===== config.mk =====
export PLATFORM = sky130hd
export DESIGN_NAME = axis_traffic_gen
export DESIGN_NICKNAME = d
export VERILOG_FILES = /design/src/rtl/axis_traffic_gen.sv
export SDC_FILE = /design/constraint.sdc
export NUM_CORES = 1
export LEC_CHECK = 0
export CAP_MARGIN = 10
export CORE_MARGIN = 1
export CORE_UTILIZATION = 50
export DETAILED_ROUTE_END_ITERATION = 8
export PLACE_DENSITY_LB_ADDON = 0.25
export SLEW_MARGIN = 20
export SYNTH_ARGS = -nofsm -noshare
export SYNTH_HDL_FRONTEND = slang
export SYNTH_SLANG_ARGS = --single-unit

===== constraint.sdc =====
create_clock -name clk -period 3.86 [get_ports clk]
set_clock_uncertainty 0.15 [all_clocks]
set_input_delay 0.965 -clock clk [delete_from_list [all_inputs] [get_ports clk]]
set_output_delay 0.965 -clock clk [all_outputs]
set_load 0.02 [all_outputs]

===== src/rtl/axis_traffic_gen.sv =====
// AXI-Stream traffic generator: LFSR-paced single-flit packets carrying
// {generation timestamp, per-destination sequence number} toward a mesh port.
module axis_traffic_gen #(
   parameter int unsigned TDATA_WIDTH   = 64,
   parameter int unsigned TDEST_WIDTH   = 2,
   parameter int unsigned TID_WIDTH     = 2,
   parameter int unsigned COUNT_WIDTH   = 32,
   parameter int unsigned NUM_ROUTERS   = 4,
   parameter int unsigned TID           = 0,
   parameter int unsigned SEED          = 2,
   parameter int unsigned PENDING_DEPTH = 8
) (
   input  logic                       clk,
   input  logic                       rst_n,
   input  logic [15:0]                load,
   input  logic [COUNT_WIDTH-1:0]     num_packets,
   input  logic                       start,
   input  logic [TDATA_WIDTH/2-1:0]   ticks,
   output logic                       done,
   output logic [COUNT_WIDTH-1:0]     sent_packets [NUM_ROUTERS],
   output logic [COUNT_WIDTH-1:0]     total_sent_packets,
   output logic                       axis_out_tvalid,
   input  logic                       axis_out_tready,
   output logic [TDATA_WIDTH-1:0]     axis_out_tdata,
   output logic                       axis_out_tlast,
   output logic [TID_WIDTH-1:0]       axis_out_tid,
   output logic [TDEST_WIDTH-1:0]     axis_out_tdest
);

   localparam int unsigned TS_W      = TDATA_WIDTH / 2;
   localparam int unsigned PTR_W     = $clog2(PENDING_DEPTH);
   localparam int unsigned OCC_W     = PTR_W + 1;
   localparam logic [15:0] LFSR_MASK = 16'hB400;
   localparam logic [15:0] RATE_SEED = 16'(SEED);
   localparam logic [15:0] DEST_RAW  = RATE_SEED ^ 16'hACE1;
   localparam logic [15:0] DEST_SEED = (DEST_RAW == 16'd0) ? 16'd1 : DEST_RAW;

   typedef enum logic [1:0] {ST_IDLE, ST_RUN, ST_DRAIN, ST_DONE} state_t;

   state_t                 state_q, state_d;
   logic                   start_q;
   logic                   done_q, done_d;
   logic [15:0]            rate_q, rate_d;
   logic [15:0]            dlfsr_q, dlfsr_d;
   logic [COUNT_WIDTH-1:0] gen_cnt_q, gen_cnt_d;
   logic [COUNT_WIDTH-1:0] total_q, total_d;
   logic [COUNT_WIDTH-1:0] sent_q [NUM_ROUTERS];
   logic [COUNT_WIDTH-1:0] sent_d [NUM_ROUTERS];
   logic [TS_W-1:0]        ts_mem_q  [PENDING_DEPTH];
   logic [TS_W-1:0]        ts_mem_d  [PENDING_DEPTH];
   logic [TDEST_WIDTH-1:0] dst_mem_q [PENDING_DEPTH];
   logic [TDEST_WIDTH-1:0] dst_mem_d [PENDING_DEPTH];
   logic [PTR_W-1:0]       wr_ptr_q, wr_ptr_d;
   logic [PTR_W-1:0]       rd_ptr_q, rd_ptr_d;
   logic [OCC_W-1:0]       occ_q, occ_d;
   logic                   valid_q, valid_d;

   logic                   fifo_full;
   logic                   pop_c;
   logic                   push_c;
   logic [TDEST_WIDTH-1:0] head_dest;

   function automatic logic [15:0] lfsr_next(input logic [15:0] v);
      return (v >> 1) ^ (v[0] ? LFSR_MASK : 16'h0000);
   endfunction

   assign fifo_full = (occ_q == OCC_W'(PENDING_DEPTH));
   assign head_dest = dst_mem_q[rd_ptr_q];
   assign pop_c     = valid_q && axis_out_tready;

   // A pop in the same cycle frees a slot, so a full FIFO can still take a push.
   assign push_c = (state_q == ST_RUN) && (rate_q <= load) && (!fifo_full || pop_c)
                   && (gen_cnt_q < num_packets);

   // Next-state, LFSR, FIFO and counter update.
   always_comb begin
      state_d   = state_q;
      rate_d    = rate_q;
      dlfsr_d   = dlfsr_q;
      gen_cnt_d = gen_cnt_q;
      total_d   = total_q;
      sent_d    = sent_q;
      ts_mem_d  = ts_mem_q;
      dst_mem_d = dst_mem_q;
      wr_ptr_d  = wr_ptr_q;
      rd_ptr_d  = rd_ptr_q;
      occ_d     = occ_q;

      unique case (state_q)
         ST_IDLE: begin
            if (start_q) state_d = ST_RUN;
         end
         ST_RUN: begin
            if (!(gen_cnt_q < num_packets)) state_d = ST_DRAIN;
            rate_d  = lfsr_next(rate_q);
            dlfsr_d = lfsr_next(dlfsr_q);
         end
         ST_DRAIN: begin
            if (!valid_q) state_d = ST_DONE;
         end
         ST_DONE: begin
            state_d = ST_DONE;
         end
      endcase

      if (push_c) begin
         ts_mem_d[wr_ptr_q]  = ticks;
         dst_mem_d[wr_ptr_q] = dlfsr_q[TDEST_WIDTH-1:0];
         wr_ptr_d            = wr_ptr_q + PTR_W'(1);
         gen_cnt_d           = gen_cnt_q + COUNT_WIDTH'(1);
      end

      if (pop_c) begin
         rd_ptr_d          = rd_ptr_q + PTR_W'(1);
         sent_d[head_dest] = sent_q[head_dest] + COUNT_WIDTH'(1);
         total_d           = total_q + COUNT_WIDTH'(1);
      end

      if (push_c && !pop_c)      occ_d = occ_q + OCC_W'(1);
      else if (!push_c && pop_c) occ_d = occ_q - OCC_W'(1);

      valid_d = (occ_d != OCC_W'(0));
      done_d  = (state_d == ST_DONE);
   end

   always_ff @(posedge clk) begin
      if (!rst_n) begin
         state_q   <= ST_IDLE;
         start_q   <= 1'b0;
         done_q    <= 1'b0;
         rate_q    <= RATE_SEED;
         dlfsr_q   <= DEST_SEED;
         gen_cnt_q <= '0;
         total_q   <= '0;
         wr_ptr_q  <= '0;
         rd_ptr_q  <= '0;
         occ_q     <= '0;
         valid_q   <= 1'b0;
         for (int i = 0; i < NUM_ROUTERS; i++) sent_q[i] <= '0;
         for (int i = 0; i < PENDING_DEPTH; i++) begin
            ts_mem_q[i]  <= '0;
            dst_mem_q[i] <= '0;
         end
      end else begin
         state_q   <= state_d;
         start_q   <= start;
         done_q    <= done_d;
         rate_q    <= rate_d;
         dlfsr_q   <= dlfsr_d;
         gen_cnt_q <= gen_cnt_d;
         total_q   <= total_d;
         wr_ptr_q  <= wr_ptr_d;
         rd_ptr_q  <= rd_ptr_d;
         occ_q     <= occ_d;
         valid_q   <= valid_d;
         sent_q    <= sent_d;
         ts_mem_q  <= ts_mem_d;
         dst_mem_q <= dst_mem_d;
      end
   end

   // Payload is the FIFO head; its sequence number only moves on a handshake.
   assign done               = done_q;
   assign sent_packets       = sent_q;
   assign total_sent_packets = total_q;
   assign axis_out_tvalid    = valid_q;
   assign axis_out_tdata     = {ts_mem_q[rd_ptr_q], TS_W'(sent_q[head_dest])};
   assign axis_out_tlast     = valid_q;
   assign axis_out_tid       = TID_WIDTH'(TID);
   assign axis_out_tdest     = head_dest;

endmodule


# After elaboration in Yosys (flattened, before gate mapping)
# Index checks and enable logic that the tools add are counted.
[word_totals] wordCells=95 regBits=511 in_bits=84
[op_classes] mux=26 bitwise_logic=5 addsub=7 n_lt_le_gt_ge=7 n_eq_ne=5 reduce_logical=14
[ops] cell="256-bit bitwise mux" n=1
[ops] cell="32-bit two-way mux" n=6
[ops] cell="128-bit bitwise mux" n=1
[ops] cell="32-bit by 1-bit adder with 32-bit output (second input constant)" n=3
[ops] cell="32-bit binary-select mux with 3-bit select" n=1
[ops] cell="32-bit demux with 3-bit select" n=1
[ops] cell="32-bit binary-select mux with 2-bit select" n=1
[ops] cell="32-bit demux with 2-bit select" n=1
[ops] cell="32-bit < comparator" n=1
[ops] cell="16-bit two-way mux" n=2
[ops] cell="15-bit by 16-bit XOR with 16-bit output" n=2
[ops] cell="16-bit bitwise mux" n=1
[ops] cell="16-bit less-or-equal comparator" n=1
[ops] cell="2-bit two-way mux" n=6
[ops] cell="4-bit greater-or-equal comparator (second input constant)" n=2
[ops] cell="1-bit logical AND" n=8
[ops] cell="4-bit two-way mux" n=2
[ops] cell="3-bit inverter with 4-bit output" n=2
[ops] cell="2-bit one-hot mux with 4 select lines" n=1
[ops] cell="3-bit by 1-bit adder with 3-bit output (second input constant)" n=2
[ops] cell="2-bit binary-select mux with 3-bit select" n=1
[ops] cell="2-bit demux with 3-bit select" n=1
[ops] cell="2-bit equality test (second input constant)" n=3
[ops] cell="4-bit by 1-bit adder with 4-bit output (second input constant)" n=1
[ops] cell="other kinds (11)" n=13

# Depth between registers and ports, before layout
# Gate-level depths: netlist of run 1.
[depth] depth_word=10 depth_mapped=15 depth_no_buf=11

# Least setup slack after synthesis of run 1
# No wires, ideal clock.
[synth_path] kind="flip-flop to flip-flop" start="register rd_ptr_q[0]" end="register sent_q, in the netlist sent_packets[116]" period_less_slack_ps=4330 setup_slack_ps=-470 path_stages_with_launch=15 t_arrival_ps=4039 cell_sequence="dfxtp_1 -> buf_2 -> mux4_2 -> mux2i_1 -> buf_4 -> buf_2 -> buf_2 -> mux2i_1 -> ha_1 -> inv_1 -> or4_1 -> buf_6 -> nor3_4 -> xnor2_1 -> a211oi_2"
[synth_between] elab_chain_cells=10 elab_cells_between_ends=15
[synth_rtl] element="from (decl)" line="54" rtl="logic [PTR_W-1:0] rd_ptr_q, rd_ptr_d;"
[synth_rtl] element="from (signal assigned)" line="153" rtl="rd_ptr_q <= rd_ptr_d;"
[synth_rtl] element="3-bit inverter with 4-bit output (implied by the code)" line="68" rtl="assign head_dest = dst_mem_q[rd_ptr_q];"
[synth_rtl] element="2-bit binary-select mux with 3-bit select" line="68"
[synth_rtl] element="2-bit two-way mux (implied by the code) (2 in a row)" line="68"
[synth_rtl] element="2-bit inverter with 3-bit output"
[synth_rtl] element="32-bit binary-select mux with 2-bit select"
[synth_rtl] element="32-bit two-way mux (2 in a row)"
[synth_rtl] element="named net axis_out_tdata[1]" line="24" rtl="output logic [TDATA_WIDTH-1:0] axis_out_tdata,"
[synth_rtl] element="32-bit by 1-bit adder with 32-bit output" line="115" rtl="sent_d[head_dest] = sent_q[head_dest] + COUNT_WIDTH'(1);"
[synth_rtl] element="128-bit bitwise mux" line="115"
[synth_rtl] element="to (signal assigned)" line="156" rtl="sent_q <= sent_d;"
[synth_rtl] element="to (decl)" line="47" rtl="logic [COUNT_WIDTH-1:0] sent_q [NUM_ROUTERS];"
# The timed path passes the listed nets, and every way through them passes these cells. The select of a mux whose other input is x is not followed.
# A chain may end at the register's enable or synchronous reset.

# Worst setup path after layout of run 1
[layout_path] start="register rd_ptr_q[0]" end="output axis_out_tdata[27]"
[layout_between] elab_chain_cells=8
[layout_rtl] element="3-bit inverter with 4-bit output (implied by the code)" line="68"
[layout_rtl] element="2-bit binary-select mux with 3-bit select" line="68"
[layout_rtl] element="2-bit two-way mux (implied by the code) (2 in a row)" line="68"
[layout_rtl] element="2-bit inverter with 3-bit output (implied by the code)" line="167" rtl="assign axis_out_tdata = {ts_mem_q[rd_ptr_q], TS_W'(sent_q[head_dest])};"
[layout_rtl] element="32-bit binary-select mux with 2-bit select" line="167"
[layout_rtl] element="32-bit two-way mux (implied by the code) (2 in a row)" line="167"
[layout_rtl] element="to (decl)" line="24"
# No other way between the ends. The select of a mux whose other input is x is not followed.

==> impl_metrics.json, run 1 <==
{
  "avgSynthCellArea_sq_um": 8.55,
  "synthToLayoutAreaGrowth_pct": 33.5,
  "routed_wl_um": 73300,
  "end_kind": "output port",
  "nFillCells": 3467,
  "clk_latency_ps": 620,
  "crit_type": "reg2out",
  "worstPathArrival_ps": 2830,
  "grt_pass1_vias": 20400,
  "fmaxAchievable_mhz": 254,
  "cap_violations": 0,
  "setup_tns_ps": -149,
  "cellPowerDensity_nw_per_um2": 449,
  "ys_ff_latch": 511,
  "firstDrtPassIters": 6,
  "synth_edf_count": 0,
  "min_path_type": "reg2reg",
  "coreArea_sq_um": 45700,
  "fp.dieW_um": 218,
  "setup_ws_ps": -82.5,
  "crit_required_ps": 2740,
  "nNetsFinal": 3187,
  "port_buffers": 312,
  "critPathLaunchType": "flop",
  "cp_max_fo": 7,
  "finalCritPeriodShare": 1.02,
  "grt_overflow": 0,
  "ys_types": 57,
  "grt_usage": 0.288,
  "grt_max_degree": 152,
  "post_drt_wl_per_cell_um": 19.9,
  "clkSlewWorstSetupHoldPaths_ps": 60,
  "fin_crit_ps": 3940,
  "grt_pass1_wl_um": 109000,
  "rsz0062_at_grt": "true",
  "max-clock-path-buffers": 3,
  "rows": 78,
  "ant_nets": 0,
  "cts_hold_buf": 0,
  "htree_levels": 2,
  "final_util": 0.680,
  "cts_tree": "yes",
  "seq_area_frac_synth": 0.439,
  "synth_ff_type": "dfxtp_1",
  "slew_viol_final": 0,
  "final_layout_size_suffix_gt1_frac": 0.175,
  "cts_sinks": 511,
  "synth_cells": 2721,
  "slew_headroom": 0.274,
  "violations": "negative setup slack",
  "hold_viol_final": 0,
  "antenna_found_initial": 2,
  "start_util": 0.510,
  "rr_worst_depth": 13,
  "vias": 21500,
  "cts-root-buf": "clkbuf_16",
  "die_area_sq_um": 47400,
  "yosysWarnings": 0,
  "cts_buffers": 52,
  "boundaryPins": 315,
  "p_leak_nw": 11.9,
  "tightest_slew_ps": 1090,
  "vias_per_cell": 5.84,
  "dp_hpwl_um": 44900,
  "globalplace.congestion": 0.949,
  "irDropWorstVdd_mv": 0.343,
  "synth.cell_area_sq_um": 23300,
  "setup_viol": 4,
  "min_path_cells": 2,
  "async_flop_share": 0,
  "initialDrtViolationCount": 1944,
  "drc": 0,
  "status": "complete, but fails checks",
  "die_h_um": 218
}
-- cell type report --
class | count | area [sq um] | area share
antenna | 1 | 2.50 | 0.0000805
clock buffer | 76 | 1470 | 0.0474
clock inverter | 16 | 288 | 0.00926
inverter | 73 | 285 | 0.00918
multi-input combinational | 1913 | 12800 | 0.410
sequential | 511 | 10200 | 0.330
tap | 600 | 751 | 0.0242
timing repair buffer | 498 | 5280 | 0.170
-- cell usage in the layout (no fill, tap or decap), types with 7 or more instances in the layout --
cell and instances:
and4_1 7, nor3_4 8, o21ai_0 101, buf_4 129, a21oi_2 17, or3_1 10
mux2i_4 30, mux2i_1 48, buf_12 40, mux2i_2 24, nand4_1 27, a21o_1 13
and3_1 13, buf_6 24, xor2_1 30, clkbuf_8 8, and2_1 17, buf_2 11
mux2_2 33, inv_1 67, dfxtp_1 508, nor4_1 14, nor2_1 116, nand2b_1 11
clkbuf_1 16, xnor2_2 7, a21oi_1 395, mux4_2 69, clkbuf_16 59, nand2_1 660
dlymetal6s2s_1 32, ha_1 49, clkdlybuf4s50_1 244, nand3_1 37, xnor2_1 53, a211oi_1 29
a211oi_2 11, nor3_1 13
-- cell usage after synthesis (all sizes together) (2+ instances only) --
master,count,area share
buf,31,0.0089
o31ai,3,0.00097
nand3,38,0.0082
inv,72,0.012
o21a,3,0.00097
a21oi,412,0.089
and2,18,0.0048
nor4b,2,0.0010
o31a,2,0.00075
o21ai,101,0.022
or4,6,0.0019
a211oi,45,0.015
nand2,665,0.11
ha,54,0.029
clkbuf,195,0.033
dfxtp,511,0.44
nor2b,6,0.0016
a21o,13,0.0042
mux2,33,0.016
nor3,24,0.0056
o211ai,4,0.0013
nor4,22,0.0071
and4,7,0.0026
and3,13,0.0035
xnor2,61,0.023
mux2i,102,0.047
nand2b,11,0.0030
a221oi,2,0.00075
mux4,69,0.067
or3,10,0.0027
xor2,30,0.011
nand4,28,0.0082
nor2,118,0.019
-- power by group --
| group | leakage, nW | internal (W) | switching, W | total (W) |
|---|---|---|---|---|
| Clock | 0.857 | 0.00306 | 0.00217 | 0.00523 |
| Combinational | 6.93 | 0.00144 | 0.00162 | 0.00305 |
| Sequential | 4.13 | 0.00546 | 0.000198 | 0.00566 |
-- per-stage QoR --
| stage | cell area (sq um) | hold WS [ps] | setup slack, ps | power (W) | cells |
|---|---|---|---|---|---|
| finish | 31100 | 300 | -82.5 | 0.0139 | 3688 |
| CTS | 29800 | 303 | -81.9 | 0.0136 | 3651 |
| detailed placement | 27600 | 295 | -634 | 0.00831 | 3530 |
| global placement | 27600 | 285 | -570 | 0.00825 | 3530 |
| global route | 31100 | 318 | -155 | 0.0144 | 3688 |
| floorplan | 23400 | 279 | -51.0 | 0.00720 | 2722 |
-- cell families (layout without fill, tap and decap cells) --
logic type	count (synthesis)	after routing	share of synthesized area
AOI/OAI and AO/OA	589	589	0.136
xor gates and xnor gates	91	91	0.0342
adders and majority gates	55	55	0.0295
buffers and inverters	299	663	0.0538
DFF	511	511	0.439
muxes	204	204	0.129
other	1	3	0.000161
and+or+nand+nor	971	972	0.178
-- per-layer routing --
metal  routed length, um  GRT usage  vias up
li1                    -          -     9918
met1               28600      0.362    10400
met2               35900      0.487      987
met3                5750     0.0530      219
met4                3080      0.115        2
met5                  10          0        -
-- timing repair --
item,CTS,global route
setup endpoints to repair,67,409
gates cloned,2,12
pin swaps,5,23
endpoints found under the hold margin,0,0
resized for setup,182,214
buffers inserted,27,25
-- final timing paths --
| path | from | endpoint | slack (ps) |
|---|---|---|---|
| worst max-delay path | rd_ptr_q[0]$_SDFFE_PN0P_ | axis_out_tdata[27] | -80 |
| worst min-delay path | ts_mem_q[138]$_SDFFE_PN0P_ | ts_mem_q[138]$_SDFFE_PN0P_ | 300 |
| worst max register to register | rd_ptr_q[0]$_SDFFE_PN0P_ | sent_packets[126]$_SDFFE_PN0P_ | 50 |
| worst min register to register | ts_mem_q[138]$_SDFFE_PN0P_ | ts_mem_q[138]$_SDFFE_PN0P_ | 300 |
-- registers in the layout, summed over array words and instances (netlist names), 3 cells and up --
name	cells
occ_q	4
wr_ptr_q	3
rd_ptr_q	3
rate_q	16
total_sent_packets	32
dlfsr_q	16
gen_cnt_q	32
sent_packets	128
dst_mem_q	16
ts_mem_q	256
-- worst max-delay path, stage by stage, from the launching register on --
cell and delay (ps):
dfxtp_4 460, mux4_2 560, mux2i_4 200, buf_4 170, buf_4 110, buf_6 140
buf_4 130, a211oi_4 30, a21oi_2 240, buf_6 170
No activity file was read; power rests on OpenSTA's default activity.
==> run 2, diff against run 1 <==
ABC_AREA = 0   (was unset)
==> results of run 2 <==
Final layout, timing and power as in run 1 (identical DEF).
